### src/rtl/spi_pkg.sv
// Shared SPI command definitions: opcodes, frame geometry and master FSM encoding.
// The slave side imports the same opcode constants so both ends agree on the frame.
package spi_pkg;

    localparam logic [1:0] OP_WR_ADDR = 2'b00;
    localparam logic [1:0] OP_WR_DATA = 2'b01;
    localparam logic [1:0] OP_RD_ADDR = 2'b10;
    localparam logic [1:0] OP_RD_DATA = 2'b11;

    localparam int FRAME_BITS = 11;
    localparam int DATA_W     = 8;

    localparam logic [2:0] ST_IDLE  = 3'd0;
    localparam logic [2:0] ST_START = 3'd1;
    localparam logic [2:0] ST_SHIFT = 3'd2;
    localparam logic [2:0] ST_TURN  = 3'd3;
    localparam logic [2:0] ST_RECV  = 3'd4;
    localparam logic [2:0] ST_GAP   = 3'd5;

    // Bit 10 duplicates op[1] so the slave sees its write/read select first.
    function automatic logic [FRAME_BITS-1:0] frame_word(input logic [1:0]        op,
                                                         input logic [DATA_W-1:0] data);
        return {op[1], op[1], op[0], data};
    endfunction

endpackage

### src/rtl/spi_shift_reg.sv
// Parallel-load shift register, MSB-first serial out and serial in.
// Load takes priority over shift.
module spi_shift_reg #(
    parameter int WIDTH = 8
) (
    input  logic             clk,
    input  logic             rst,
    input  logic             load_i,
    input  logic             shift_i,
    input  logic [WIDTH-1:0] din_i,
    input  logic             ser_i,
    output logic [WIDTH-1:0] q_o
);

    logic [WIDTH-1:0] sr_q;
    logic [WIDTH-1:0] sr_d;

    always_comb begin
        sr_d = sr_q;
        if (load_i) begin
            sr_d = din_i;
        end else if (shift_i) begin
            sr_d = {sr_q[WIDTH-2:0], ser_i};
        end
    end

    // NOTE: state registers use non-blocking assignments so every flop samples pre-edge values.
    always_ff @(posedge clk or posedge rst) begin
        if (rst) begin
            sr_q <= '0;
        end else begin
            sr_q <= sr_d;
        end
    end

    assign q_o = sr_q;

endmodule

### src/rtl/spi_master_ctrl.sv
// Host-side SPI master: serialises one 11-bit command frame per handshake and,
// for read-data commands, captures the 8-bit reply from MISO.
module spi_master_ctrl
    import spi_pkg::*;
#(
    parameter int RD_LATENCY = 2,
    parameter int GAP_CYCLES = 2
) (
    input  logic       clk,
    input  logic       rst,
    input  logic       cmd_valid,
    output logic       cmd_ready,
    input  logic [1:0] cmd_op,
    input  logic [7:0] cmd_data,
    output logic       rsp_valid,
    output logic [7:0] rsp_data,
    output logic       busy,
    output logic       SS_n,
    output logic       MOSI,
    input  logic       MISO
);

    localparam logic [3:0] LAST_BIT  = 4'(FRAME_BITS - 1);
    localparam logic [3:0] LAST_TURN = 4'(RD_LATENCY - 1);
    localparam logic [3:0] LAST_RX   = 4'(DATA_W - 1);
    localparam logic [3:0] LAST_GAP  = 4'(GAP_CYCLES - 1);

    logic [2:0]            state_q, state_d;
    logic [3:0]            cnt_q, cnt_d;
    logic                  rd_q, rd_d;
    logic                  ss_n_q, mosi_q, ready_q, busy_q, rsp_valid_q;
    logic [DATA_W-1:0]     rsp_data_q;
    logic [FRAME_BITS-1:0] tx_q;
    logic [DATA_W-1:0]     rx_q;
    logic                  accept, tx_shift, rx_done;

    assign accept   = (state_q == ST_IDLE) && cmd_valid;
    assign tx_shift = (state_d == ST_SHIFT);
    assign rx_done  = (state_q == ST_RECV) && (cnt_q == LAST_RX);

    spi_shift_reg #(.WIDTH(FRAME_BITS)) u_tx (
        .clk     (clk),
        .rst     (rst),
        .load_i  (accept),
        .shift_i (tx_shift),
        .din_i   (frame_word(cmd_op, cmd_data)),
        .ser_i   (1'b0),
        .q_o     (tx_q)
    );

    spi_shift_reg #(.WIDTH(DATA_W)) u_rx (
        .clk     (clk),
        .rst     (rst),
        .load_i  (1'b0),
        .shift_i (state_q == ST_RECV),
        .din_i   ('0),
        .ser_i   (MISO),
        .q_o     (rx_q)
    );

    logic unused_bits;
    assign unused_bits = ^{tx_q[FRAME_BITS-2:0], rx_q[DATA_W-1]};

    // NOTE: every variable gets a default first, so no path through the case infers a latch.
    always_comb begin
        state_d = state_q;
        cnt_d   = cnt_q;
        rd_d    = rd_q;
        case (state_q)
            ST_IDLE: begin
                if (accept) begin
                    state_d = ST_START;
                    rd_d    = (cmd_op == OP_RD_DATA);
                end
            end
            ST_START: begin
                state_d = ST_SHIFT;
                cnt_d   = '0;
            end
            ST_SHIFT: begin
                cnt_d = cnt_q + 4'd1;
                if (cnt_q == LAST_BIT) begin
                    cnt_d   = '0;
                    state_d = !rd_q ? ST_GAP : ((RD_LATENCY == 0) ? ST_RECV : ST_TURN);
                end
            end
            ST_TURN: begin
                cnt_d = cnt_q + 4'd1;
                if (cnt_q == LAST_TURN) begin
                    cnt_d   = '0;
                    state_d = ST_RECV;
                end
            end
            ST_RECV: begin
                cnt_d = cnt_q + 4'd1;
                if (cnt_q == LAST_RX) begin
                    cnt_d   = '0;
                    state_d = ST_GAP;
                end
            end
            ST_GAP: begin
                cnt_d = cnt_q + 4'd1;
                if (cnt_q == LAST_GAP) begin
                    cnt_d   = '0;
                    state_d = ST_IDLE;
                end
            end
            default: begin
                state_d = ST_IDLE;
                cnt_d   = '0;
            end
        endcase
    end

    // Outputs are flopped from the next state so they change cleanly with the state itself.
    always_ff @(posedge clk or posedge rst) begin
        if (rst) begin
            state_q     <= ST_IDLE;
            cnt_q       <= '0;
            rd_q        <= 1'b0;
            ss_n_q      <= 1'b1;
            mosi_q      <= 1'b0;
            ready_q     <= 1'b1;
            busy_q      <= 1'b0;
            rsp_valid_q <= 1'b0;
            rsp_data_q  <= '0;
        end else begin
            state_q     <= state_d;
            cnt_q       <= cnt_d;
            rd_q        <= rd_d;
            ss_n_q      <= (state_d == ST_IDLE) || (state_d == ST_GAP);
            mosi_q      <= tx_shift & tx_q[FRAME_BITS-1];
            ready_q     <= (state_d == ST_IDLE);
            busy_q      <= (state_d != ST_IDLE);
            rsp_valid_q <= rx_done;
            if (rx_done) begin
                rsp_data_q <= {rx_q[DATA_W-2:0], MISO};
            end
        end
    end

    assign cmd_ready = ready_q;
    assign busy      = busy_q;
    assign SS_n      = ss_n_q;
    assign MOSI      = mosi_q;
    assign rsp_valid = rsp_valid_q;
    assign rsp_data  = rsp_data_q;

endmodule

### config.mk
export PLATFORM = sky130hd
export DESIGN_NAME = spi_master_ctrl
export DESIGN_NICKNAME = d
export VERILOG_FILES = /design/src/rtl/spi_pkg.sv /design/src/rtl/spi_shift_reg.sv /design/src/rtl/spi_master_ctrl.sv
export SDC_FILE = /design/constraint.sdc
export NUM_CORES = 1
export LEC_CHECK = 0
export BUFFER_PORTS_ARGS = -buffer_cell sky130_fd_sc_hd__clkbuf_2
export CAP_MARGIN = 20
export CORE_MARGIN = 2
export CORE_UTILIZATION = 45
export DETAILED_ROUTE_END_ITERATION = 8
export GPL_TIMING_DRIVEN = 0
export PLACE_DENSITY = 0.7
export RECOVER_POWER = 50
export SYNTH_ARGS = -nofsm -noshare
export SYNTH_HDL_FRONTEND = slang
export SYNTH_SLANG_ARGS = --single-unit
### constraint.sdc
create_clock -name clk -period 2.1 [get_ports clk]
set_clock_uncertainty 0.1 [all_clocks]
set_input_delay 0.105 -clock clk [delete_from_list [all_inputs] [get_ports clk]]
set_output_delay 0.105 -clock clk [all_outputs]
set_load 0.02 [all_outputs]
# Word-level counts from Yosys, hierarchy flattened

Index checks and enable logic that the tools add are counted.

Reductions and logical operators: 9
$add $sub $neg: 1
Muxes and demuxes: 13
Equal/unequal tests: 11
Bitwise operators: 1

Operators with widths:

| kind                | number |
|---|---|
| $mux 11             | 2 |
| $mux 3              | 6 |
| $pmux 3 s6          | 1 |
| $pmux 4 s4          | 1 |
| $mux 4              | 3 |
| $eq 3x2->1 const B  | 3 |
| $eq 3x3->1 const B  | 3 |
| $logic_not 3->1     | 2 |
| $add 4x1->4 const B | 1 |
| $eq 4x1->1 const B  | 1 |
| $eq 4x3->1 const B  | 1 |
| $eq 4x4->1 const B  | 1 |
| $eq 3x1->1 const B  | 1 |
| $reduce_bool 3->1   | 1 |
| $eq 2x2->1 const B  | 1 |
| $logic_and 1x1->1   | 2 |
| $reduce_and 2->1    | 1 |
| $reduce_bool 2->1   | 1 |
| $reduce_or 2->1     | 1 |
| $and 1x1->1         | 1 |
| $logic_or 1x1->1    | 1 |

Output and inout port bits: 13
Flip-flop bits (word level): 39
Logic and storage cells: 46

# Longest topological paths before layout

Gate-level depths: netlist of run 1.

Depth in word-level cells: 7
Gate-level depth with buffers: 8
Depth with buffers taken out: 7

# By module

Synthesis of run 1 repeated with hierarchy kept, for this count alone.

Cell total of the unflattened synthesis: 173
Area, all modules: 1945.6 um^2

By module, submodules not included:

| module               | cells each | sequential area each (um^2) | area an instance (um^2) | times used |
|---|---|---|---|---|
| spi_master_ctrl      | 90         | 528.0                       | 1062.3                  | 1 |
| spi_shift_reg (u_tx) | 48         | 275.3                       | 506.7                   | 1 |
| spi_shift_reg (u_rx) | 35         | 200.2                       | 376.6                   | 1 |

# Worst setup path after synthesis of run 1

OpenSTA, ideal clock, no wires.

Path kind: register -> register
From: register cnt_q[1]
To: register u_tx.sr_q[10], in the netlist u_tx.q_o[10]
Setup time: 137 ps
Arrival time: 1920 ps
Slack: -57 ps
Stages on the path, launching flop included: 9
Clock period less this slack: 2157 ps
Path buffers: 1
Cell sequence: dfrtp_1 > inv_1 > ha_1 > or3b_1 > a32o_1 > nor4_4 > buf_6 > mux2i_1 > a21oi_1

Longest elaborated chain between the ends: 5

Ends and longest elaborated chain:

| element                            | RTL line                                      | RTL |
|---|---|---|
| start, declared                    | spi_master_ctrl.sv:29                         | `logic [3:0] cnt_q, cnt_d;` |
| start signal, assigned             | spi_master_ctrl.sv:129                        | `cnt_q <= cnt_d;` |
| $eq 4x1->1 (tied with other cells) | spi_master_ctrl.sv:89, spi_master_ctrl.sv:103 |  |
| $mux 3, on equally long branches   | --                                            |  |
| $pmux 3 s6 *                       | spi_master_ctrl.sv:69                         | `case (state_q)` |
| $eq 3x2->1 *                       | spi_master_ctrl.sv:38                         | `assign tx_shift = (state_d == ST_SHIFT);` |
| $reduce_bool 2->1 (no line) *      | --                                            |  |
| end signal, assigned               | spi_shift_reg.sv:32                           | `sr_q <= sr_d;` |
| end, declared                      | spi_shift_reg.sv:15                           | `logic [WIDTH-1:0] sr_q;` |

Mark *: on every way between the ends. The rest lies on a longest branch, timed or not.
A chain may end at the register's enable or synchronous reset.

# Worst setup path in the final report of run 1

From: register cnt_q[1]
To: register u_tx.sr_q[7], in the netlist u_tx.q_o[7]

Same word-level chain as after synthesis.

==> flow_results.org, run 1 <==
** Synth
- The commonest cells after synthesis are 37 x sky130_fd_sc_hd__dfrtp_1, 15 x sky130_fd_sc_hd__mux2_2, 12 x sky130_fd_sc_hd__a21oi_1, 12 x sky130_fd_sc_hd__nor2_1, 10 x sky130_fd_sc_hd__mux2i_1.
- Yosys printed 0 warnings.
- Most instantiated library cell after synthesis :: sky130_fd_sc_hd__dfrtp_1
- The synthesized netlist contains 39 unique library cells.
- Synthesis produced a netlist with a net count of 170.
- Average cell area after synthesis :: between 10 and 15 um2
- Count of flip-flops with a built-in enable after synthesis :: 0
- Synthesis handed over a netlist of 152 instances.
- Synth top area share :: 51.3%
- Portion of the post-synthesis area used by sequential elements :: ~54%
- Synthesis-stage register bit count :: 39
- In this run the cell area of the synthesized design comes to around 0.0018 mm2.
- Main area contributors after synthesis :: sky130_fd_sc_hd__dfrtp_1 51%, sky130_fd_sc_hd__mux2_2 9.4%, sky130_fd_sc_hd__mux2i_1 5.5%
- Proportion of register bits with asynchronous set or reset after synthesis :: 100%
- Prevailing post-synth register cell :: sky130_fd_sc_hd__dfrtp_1
- The synthesized design spends more area on one cell type than any other, namely sky130_fd_sc_hd__dfrtp_1.

** GRT
- Maximum number of pins on one net before global-route repair :: 40
- Global-route wire length before repair :: roughly 6000 um
- Global routing used between 15 and 20% of the available tracks across all layers.
- The number of antenna violations at the first check in global routing was 0.
- Total congestion overflow :: 0
- Vias in the first global route :: 1330

** Clock tree
- Register clock-pin slew on the reported worst setup and hold paths :: 0.08 ns
- Root buffer cell :: sky130_fd_sc_hd__clkbuf_8
- TritonCTS built the clock tree.
- Maximum number of buffers from clock root to sink :: 2
- For the worst-skew pair, the clock arrives at the later sink with an insertion delay of 0.29 ns.
- Total clock sinks :: 39
- Clock buffers created by TritonCTS :: 5
- Max H-tree Level :: 2

** Timing
- Final period utilization :: 107%
- Setup repair after global routing could not meet its margin everywhere.
- At the pin with the least slew margin, the transition time is between 1 and 1.5 ns.
- Setup slack on the critical path of the routed design comes to -0.151 ns.
- Hold Violations, Final :: 0
- The max-slew violation count came to 0.
- The worst path in the final design needs a cycle of approximately 2.3 ns, including I/O delays and setup.
- Worst slew margin :: a little under 5%
- Fmax :: 444 MHz
- Setup violations remaining at the end of the flow were counted as 10.

** Status
- Result of the run :: finished with violations
- Failing checks :: negative setup slack

** Final layout
- Area occupied by multi-input gates :: approximately 800 um2
- Register cell area after layout :: just under 0.001 mm2
- Fillers :: 344
- Fraction of layout cells with a size suffix above 1 :: between 30% and 40%
- The number of antenna diodes in the final layout is 0.
- Final core utilization :: between 50 and 60%
- For this run, the post-layout net count is 221.
- From synthesis to final layout, the design area changed by 27.3%.

** Floorplanning
- Row count :: 23
- Width of the die :: roughly 67 um
- Starting density of the core :: between 40% and 50%
- 27 I/O pins were placed.
- Total die area :: ~0.0045 mm2
- Die Ht :: about 67 um
- The total area inside the core boundary comes to 0.00394 mm2.

** Drt
- Number of optimization iterations in the first detailed-route pass :: 4
- Number of nets with antenna violations after detailed routing :: 0
- After the first detailed-routing iteration, the DRC count stood at 68.
- Final routed wire length divided by cell count :: around 14 um
- Via-per-instance ratio :: 5.27
- Aggregate routed wire length :: about 3600 um
- Number of vias after detailed routing :: between 1000 and 1500
- Remaining DRCs :: 0

** Power and ir drop
- Power per cell area :: 1310 mW/mm2
- VDD sags by at most 0.518 mV.
- Static Leakage :: around 0.0011 uW

** Setup path
- By startpoint and endpoint, the worst setup path is classified as reg -> reg.
- STA classifies the critical path endpoint as a flop.
- Data on the critical path is required at its endpoint by approximately 2.2 ns.
- The worst setup path is launched from a flop.
- The worst register-to-register path begins at cnt_q[1]$_DFFE_PP0P_.
- Data arrival time of the critical path :: 2.32 ns
- Top fanout value on the critical path :: 5
- The critical path starts at cnt_q[1]$_DFFE_PP0P_.

** Hold path
- Hold Crit Class :: in -> reg
- The startpoint identified for the worst hold timing path is cmd_valid.

** Placed design
- The HPWL after detailed placement is between 2000 and 2500 um.
- At the placement stage, the worst setup path has a slack of -0.273 ns.
- Buffers added on ports :: 26
- GPL Wtd Cong :: ~0.86

** Job
- Max-cap violations :: 0
[registers in the layout (all words and copies together) (netlist names)]
register   count
u_tx.q_o      11
rsp_data       8
u_rx.q_o       7
cnt_q          4
state_q        3
MOSI           1
SS_n           1
busy           1
cmd_ready      1
rd_q           1
rsp_valid      1
[cells by family (layout without fill, tap and decap cells)]
| family | after synthesis | in the layout | share of synthesized area [%] |
|---|---|---|---|
| AND/OR/NAND/NOR | 43 | 43 | 14.8 |
| flip-flops | 39 | 39 | 54.2 |
| AO/OA/AOI/OAI | 28 | 28 | 9.71 |
| multiplexers | 25 | 25 | 14.9 |
| buffers and inverters | 12 | 64 | 3.12 |
| adder cells (fa/ha/maj) | 4 | 4 | 2.77 |
| XOR/XNOR | 1 | 1 | 0.486 |
[cells in the final DEF, fill, tap and decap left out, types with 3 or more instances in the layout]
cell                            count
sky130_fd_sc_hd__a21oi_1           12
sky130_fd_sc_hd__buf_4              6
sky130_fd_sc_hd__clkbuf_1          16
sky130_fd_sc_hd__clkbuf_2          14
sky130_fd_sc_hd__clkbuf_8           5
sky130_fd_sc_hd__dfrtp_1           36
sky130_fd_sc_hd__dlygate4sd3_1     12
sky130_fd_sc_hd__inv_1              4
sky130_fd_sc_hd__mux2_2            15
sky130_fd_sc_hd__mux2i_1           10
sky130_fd_sc_hd__nand2_1            8
sky130_fd_sc_hd__nor2_1            12
sky130_fd_sc_hd__nor2b_1            3
sky130_fd_sc_hd__o21ai_0            6
[repair_timing]
action                     CTS  global route
hold buffers                12             0
gates cloned                 1             0
hold endpoints to repair    51             0
resized for setup            5            10
pin swaps                   15             3
setup endpoints to repair   15            19
setup buffers                5             0
[metrics by stage]
step | TNS (ns) | power, uW | hold WS (ns) | instance area (um2) | std cells
after detailed placement | -2.34 | 2240 | 0.197 | 2000 | 228
final | -0.904 | 3000 | 0.0516 | 2300 | 254
after global routing | -2.54 | 3220 | 0.0715 | 2300 | 254
after CTS | -1.88 | 2980 | 0.0381 | 2280 | 254
after floorplan | -0.459 | 2000 | 0.122 | 1800 | 152
after global placement | -1.53 | 2180 | 0.237 | 2000 | 228
[final timing paths]
kind / cells past startpoint / slack, ns / end
max: 8 / -0.15 / u_tx.q_o[7]$_DFFE_PP0P_
min: 4 / 0.05 / u_tx.q_o[0]$_DFFE_PP0P_
max reg2reg: 8 / -0.15 / u_tx.q_o[7]$_DFFE_PP0P_
min reg2reg: 2 / 0.38 / rd_q$_DFFE_PP0P_
max in group asynchronous: 3 / 0.32 / state_q[1]$_DFF_PP0_
min in group asynchronous: 3 / 0.65 / u_tx.q_o[7]$_DFFE_PP0P_
[final cells by class]
class | instances | area share [%]
flip-flops and latches | 39 | 42.7
multi-input cells | 101 | 35.0
repair buffers | 44 | 12.2
clock buffers | 6 | 3.16
well taps | 50 | 2.72
plain buffers | 7 | 1.80
clock inverters | 2 | 1.63
inverters | 5 | 0.817
[worst max-delay path, cell delays in order (launching register included)]
cell	delay (ns)
sky130_fd_sc_hd__dfrtp_1	0.38
sky130_fd_sc_hd__inv_1	0.06
sky130_fd_sc_hd__ha_2	0.17
sky130_fd_sc_hd__or3b_4	0.38
sky130_fd_sc_hd__a32o_2	0.29
sky130_fd_sc_hd__nor4_4	0.23
sky130_fd_sc_hd__buf_4	0.22
sky130_fd_sc_hd__mux2i_1	0.22
sky130_fd_sc_hd__a21oi_1	0.09
[report_power, final]
group / internal, uW / switching, uW / leakage, uW
Sequential: 984 / 127 / 0.000497
Clock: 354 / 264 / 0.0000514
Combinational: 603 / 671 / 0.000528
Total: 1940 / 1060 / 0.00108
[per-layer routing]
layer | up-vias | global-route usage [%] | part of all wire, %
li1 | 637 | - | -
met4 | 0 | 5.10 | 1.2
met1 | 663 | 22.5 | 42
met3 | 6 | 6.50 | 5.3
met2 | 32 | 28.8 | 51
met5 | - | 0 | 0
Note: power is estimated with default switching activity, not from simulation.
==> run 2, diff against run 1 <==
Settings changed: ABC_AREA from default to 1, CTS_BUF_LIST from default to sky130_fd_sc_hd__clkbuf_4 sky130_fd_sc_hd__clkbuf_8.
==> flow_results.org, run 2 <==
** Final layout
- Fraction of layout cells with a size suffix above 1 :: a little under a fifth
- After routing the design area is approximately 0.0023 mm2.
- Most frequent standard cell in the layout excluding fill and tap cells :: sky130_fd_sc_hd__nand2_1
- The repair_antennas step left the layout with diodes totalling 0.
- Max reg flops :: 11
- Relative to the synthesized area, the layout overhead comes to 22.0%.
- In the final design database the tool counted between 200 and 300 nets.
- Commonest non-fill, non-tap cells in the layout :: 71 x sky130_fd_sc_hd__nand2_1, 37 x sky130_fd_sc_hd__dfrtp_1, 30 x sky130_fd_sc_hd__inv_1

** Clock tree
- Counting the buffers created by CTS gives 5.
- After clock tree synthesis, the clock-pin slew on the worst setup and hold paths is approximately 0.080 ns.
- Counting along the longest clock path gives a buffer depth of 2.
- Total clock sinks :: 39
- Clock latency on the worst-skew pair, taken at its later pin, is around 0.29 ns.
- The clock tree synthesis step divided the H-tree into 2 levels.
- Root buffer cell :: sky130_fd_sc_hd__clkbuf_8
- TritonCTS built the clock tree.
- Buffers added to address setup during post-CTS repair amount to 0.

** Setup path
- Critical R2R Launch :: cnt_q[0]$_DFFE_PP0P_
- In this run the register-to-register setup slack is 0.21 ns.
- CP endpoint :: u_tx.q_o[2]$_DFFE_PP0P_
- CP Data Required Time :: about 2.2 ns
- Critical setup path kind :: reg -> reg
- Crit. End Element :: flop
- The critical path starts at cnt_q[0]$_DFFE_PP0P_.
- Startpoint types :: flop
- The worst register-to-register path ends at u_tx.q_o[2]$_DFFE_PP0P_.
- For the worst flop-to-flop path, the logic depth is 10.
- STA puts the critical path data arrival time at just under 2 ns.
- Along the worst path, the maximum fanout reaches 10.

** Drt
- The count of nets left with antenna violations once routing finished came out at 0.
- In the final routed layout, each cell accounts on average for roughly 11 um.
- Using the TritonRoute via totals, the vias-per-cell ratio works out to approximately 4.8.
- Before antenna repair, the detailed router went through 4 iterations.
- For this run, design rule violations remaining after detail routing come to 0.
- In this run, the number of DRC markers left after iteration 0 of detailed routing was 96.
- Aggregate routed wire length :: between 3000 and 4000 um
- Summing over every cut layer, the via total after detailed routing is around 1600.

** GRT
- The number of antenna violations at the first check in global routing came to 0.
- The number of global-route vias before repair was about 1500.
- Entering global routing, the biggest net connects 40 pins.
- Global routing used between 10% and 20% of the available tracks.
- Total congestion overflow :: 0
- Global-route wire length before repair :: between 6000 and 7000 um

** Floorplanning
- Width of the die :: just under 70 um
- The die covers 0.00482 mm2.
- Top-Level Pins :: 27
- The floorplan step set the die height to 69.4 um.
- Starting density of the core :: a little under half
- The core region is 0.00406 mm2.
- The floorplan has 23 rows.

** Synth
- Average cell area after synthesis :: approximately 8.4 um2
- Prevailing post-synth register cell :: sky130_fd_sc_hd__dfrtp_1
- Warnings, synthesis :: 0
- Summed over its instances, the top area cell type makes up between 40 and 50% of the synthesized netlist area.
- After Yosys synthesis, full adders, half adders and majority gates account for around 2.6% of the synthesized area.
- Main area contributors after synthesis :: sky130_fd_sc_hd__dfrtp_1 48%, sky130_fd_sc_hd__nand2_1 14%, sky130_fd_sc_hd__inv_1 5.9%
- Post-synthesis compound-gate area fraction :: approximately 6.6%
- Multiplexer fraction of the synthesized cell area :: 0%
- Synthesized netlist net count :: around 250
- After synthesis, flip-flops and latches occupy 50.8% of the total area.
- By instance count, the leading cell after synthesis is sky130_fd_sc_hd__nand2_1.
- Cell taking the most area after synthesis :: sky130_fd_sc_hd__dfrtp_1
- After synthesis, the share of flip-flops with an asynchronous set or reset is between 90% and 100%.
- After synthesis, the most frequently instantiated cells are 71 x sky130_fd_sc_hd__nand2_1, 37 x sky130_fd_sc_hd__dfrtp_1, 30 x sky130_fd_sc_hd__inv_1.
- Dominant combinational cell family by area after synthesis :: simple AND/OR/NAND/NOR gates
- Summing the areas of all and, or, nand and nor instances in the mapped netlist gives a little under a third of the synthesized area.
- Cell area after synthesis :: between 0.0015 and 0.002 mm2
- Counting flops and latches in the post-synthesis netlist gives 39.
- Cell count after synthesis :: 229
- Count of flip-flops with a built-in enable after synthesis :: 0
- Library cells used by synthesis :: 25
- Parity-gate share of the synthesized area counting xor and xnor cells :: less than 1%

** Power and ir drop
- Sequential cell fraction of total power :: 34.6%
- Int Pwr :: roughly 1900 uW
- In this run the power density over the cells is between 1000 and 1500 mW/mm2.
- Switching share of power :: approximately two fifths
- The analysis attributes to cell leakage a power of 0.00123 uW.
- Combinational fraction of design power :: 42.6%
- Maximum vdd ir drop :: 0.657 mV
- Net load switching power :: between 1000 and 1500 uW
- In this run, the clock network consumes a little under a quarter of the power.

** Placed design
- Buffers added on ports :: 26
- Routability-driven placement finished with a final weighted congestion of a little over 0.9.
- Post-place setup slack :: roughly 0.21 ns
- The wire-length estimate of the detail-placed layout is around 2500 um.
- The placed instances occupy a cell area of roughly 0.0021 mm2.

** Timing
- Hold Violations, Final :: 0
- Final Critical Period :: about 1.9 ns
- For the pin with the worst max-slew slack, the measured transition is ~1.4 ns.
- Setup violations remaining at the end of the flow were counted as 0.
- Once routing completed, OpenROAD measured the worst setup slack at approximately 0.21 ns.
- Setup tns final :: 0 ns
- Setup repair after global routing missed its margin :: false
- Worst slew margin :: 4.84%
- Final period utilization :: 90.0%
- Fmax :: about 530 MHz
- Number of pins exceeding their max-slew limit in the final report :: 0

** Status
- Result of the run :: complete, no violations

** Hold path
- The worst hold path belongs to the class in -> reg.

** Job
- Max-cap violations :: 0
-- run 2: cell count changes after synthesis, moves of 4 or more --
cell                      previous run  this run
sky130_fd_sc_hd__a21oi_1            12         5
sky130_fd_sc_hd__inv_1               5        30
sky130_fd_sc_hd__inv_2               0         4
sky130_fd_sc_hd__mux2_2             15         0
sky130_fd_sc_hd__mux2i_1            10         0
sky130_fd_sc_hd__nand2_1             8        71
sky130_fd_sc_hd__nand2_2             0         9
sky130_fd_sc_hd__nand3_1             2        21
sky130_fd_sc_hd__nor2_1             12         6
sky130_fd_sc_hd__nor2_2              0         4
sky130_fd_sc_hd__nor2b_1             4         0
sky130_fd_sc_hd__o21ai_0             6        18
-- run 2: routing by layer --
metal / vias up / global-route usage, % / wire (um)
met2: 37 / 27.6 / 1750
met3: 5 / 3.78 / 186
met5: - / 0 / 0
met1: 720 / 19.1 / 1610
li1: 800 / - / -
met4: 0 / 7.63 / 56
-- run 2: how the worst min path moves through the flow --
stage                start                       end  slack, ns  depth (start not counted)
3_5_place_dp           rst  u_tx.q_o[10]$_DFFE_PP0P_       0.20                          2
2_1_floorplan  cmd_data[0]   u_tx.q_o[0]$_DFFE_PP0P_       0.12                          2
5_1_grt        cmd_data[1]   u_tx.q_o[1]$_DFFE_PP0P_       0.03                          5
3_3_place_gp   cmd_data[0]   u_tx.q_o[0]$_DFFE_PP0P_       0.22                          3
4_1_cts        cmd_data[1]   u_tx.q_o[1]$_DFFE_PP0P_      0.002                          5
6_report       cmd_data[1]   u_tx.q_o[1]$_DFFE_PP0P_      0.004                          5
-- run 2: critical path: stages, from the launching register on --
cell and delay [ns]:
sky130_fd_sc_hd__dfrtp_1 0.43, sky130_fd_sc_hd__ha_1 0.25, sky130_fd_sc_hd__nand3_1 0.12, sky130_fd_sc_hd__nand2_1 0.07, sky130_fd_sc_hd__nand2_2 0.16, sky130_fd_sc_hd__nand3_4 0.12, sky130_fd_sc_hd__nor2_8 0.15, sky130_fd_sc_hd__nand2_4 0.08
sky130_fd_sc_hd__buf_6 0.16, sky130_fd_sc_hd__nand2_2 0.05, sky130_fd_sc_hd__nand3_1 0.06
-- run 2: kinds of logic (layout without fill, tap and decap cells) --
family,after synthesis,in the layout
DFF,39,39
xor gates and xnor gates,1,1
AOI/OAI and AO/OA,25,25
adders and majority gates,4,4
buffers and inverters,38,83
and+or+nand+nor,122,122
-- run 2: repair_timing --
item	in CTS	in global routing
hold endpoints to repair	47	0
hold buffers	11	0
endpoints found under the setup margin	0	0
resized for setup	0	0
-- run 2: layout make-up --
cell class,instances,area (um2)
well taps,50,62.6
flip-flops and latches,39,978
repair buffers,37,224
inverters,34,128
plain buffers,4,23.8
clock inverters,3,67.6
clock buffers,5,68.8
multi-input cells,152,795
fillers,374,1710
-- run 2: metrics by stage --
stage / total power (uW) / hold slack, ns / cells / utilization [%]
4_1_cts: 3320 / 0.00219 / 324 / 58.2
5_1_grt: 3570 / 0.0279 / 324 / 57.8
3_3_place_gp: 2520 / 0.215 / 305 / 52.2
3_5_place_dp: 2550 / 0.195 / 305 / 52.2
6_report: 3270 / 0.00365 / 324 / 57.8
2_1_floorplan: 2240 / 0.122 / 229 / -
-- run 2: power by group through the flow --
stage	clock network, uW	logic, uW	registers, uW
2_1_floorplan	0	1040	1200
3_3_place_gp	0	1380	1140
3_5_place_dp	0	1400	1150
4_1_cts	761	1430	1130
5_1_grt	798	1620	1160
6_report	744	1400	1130
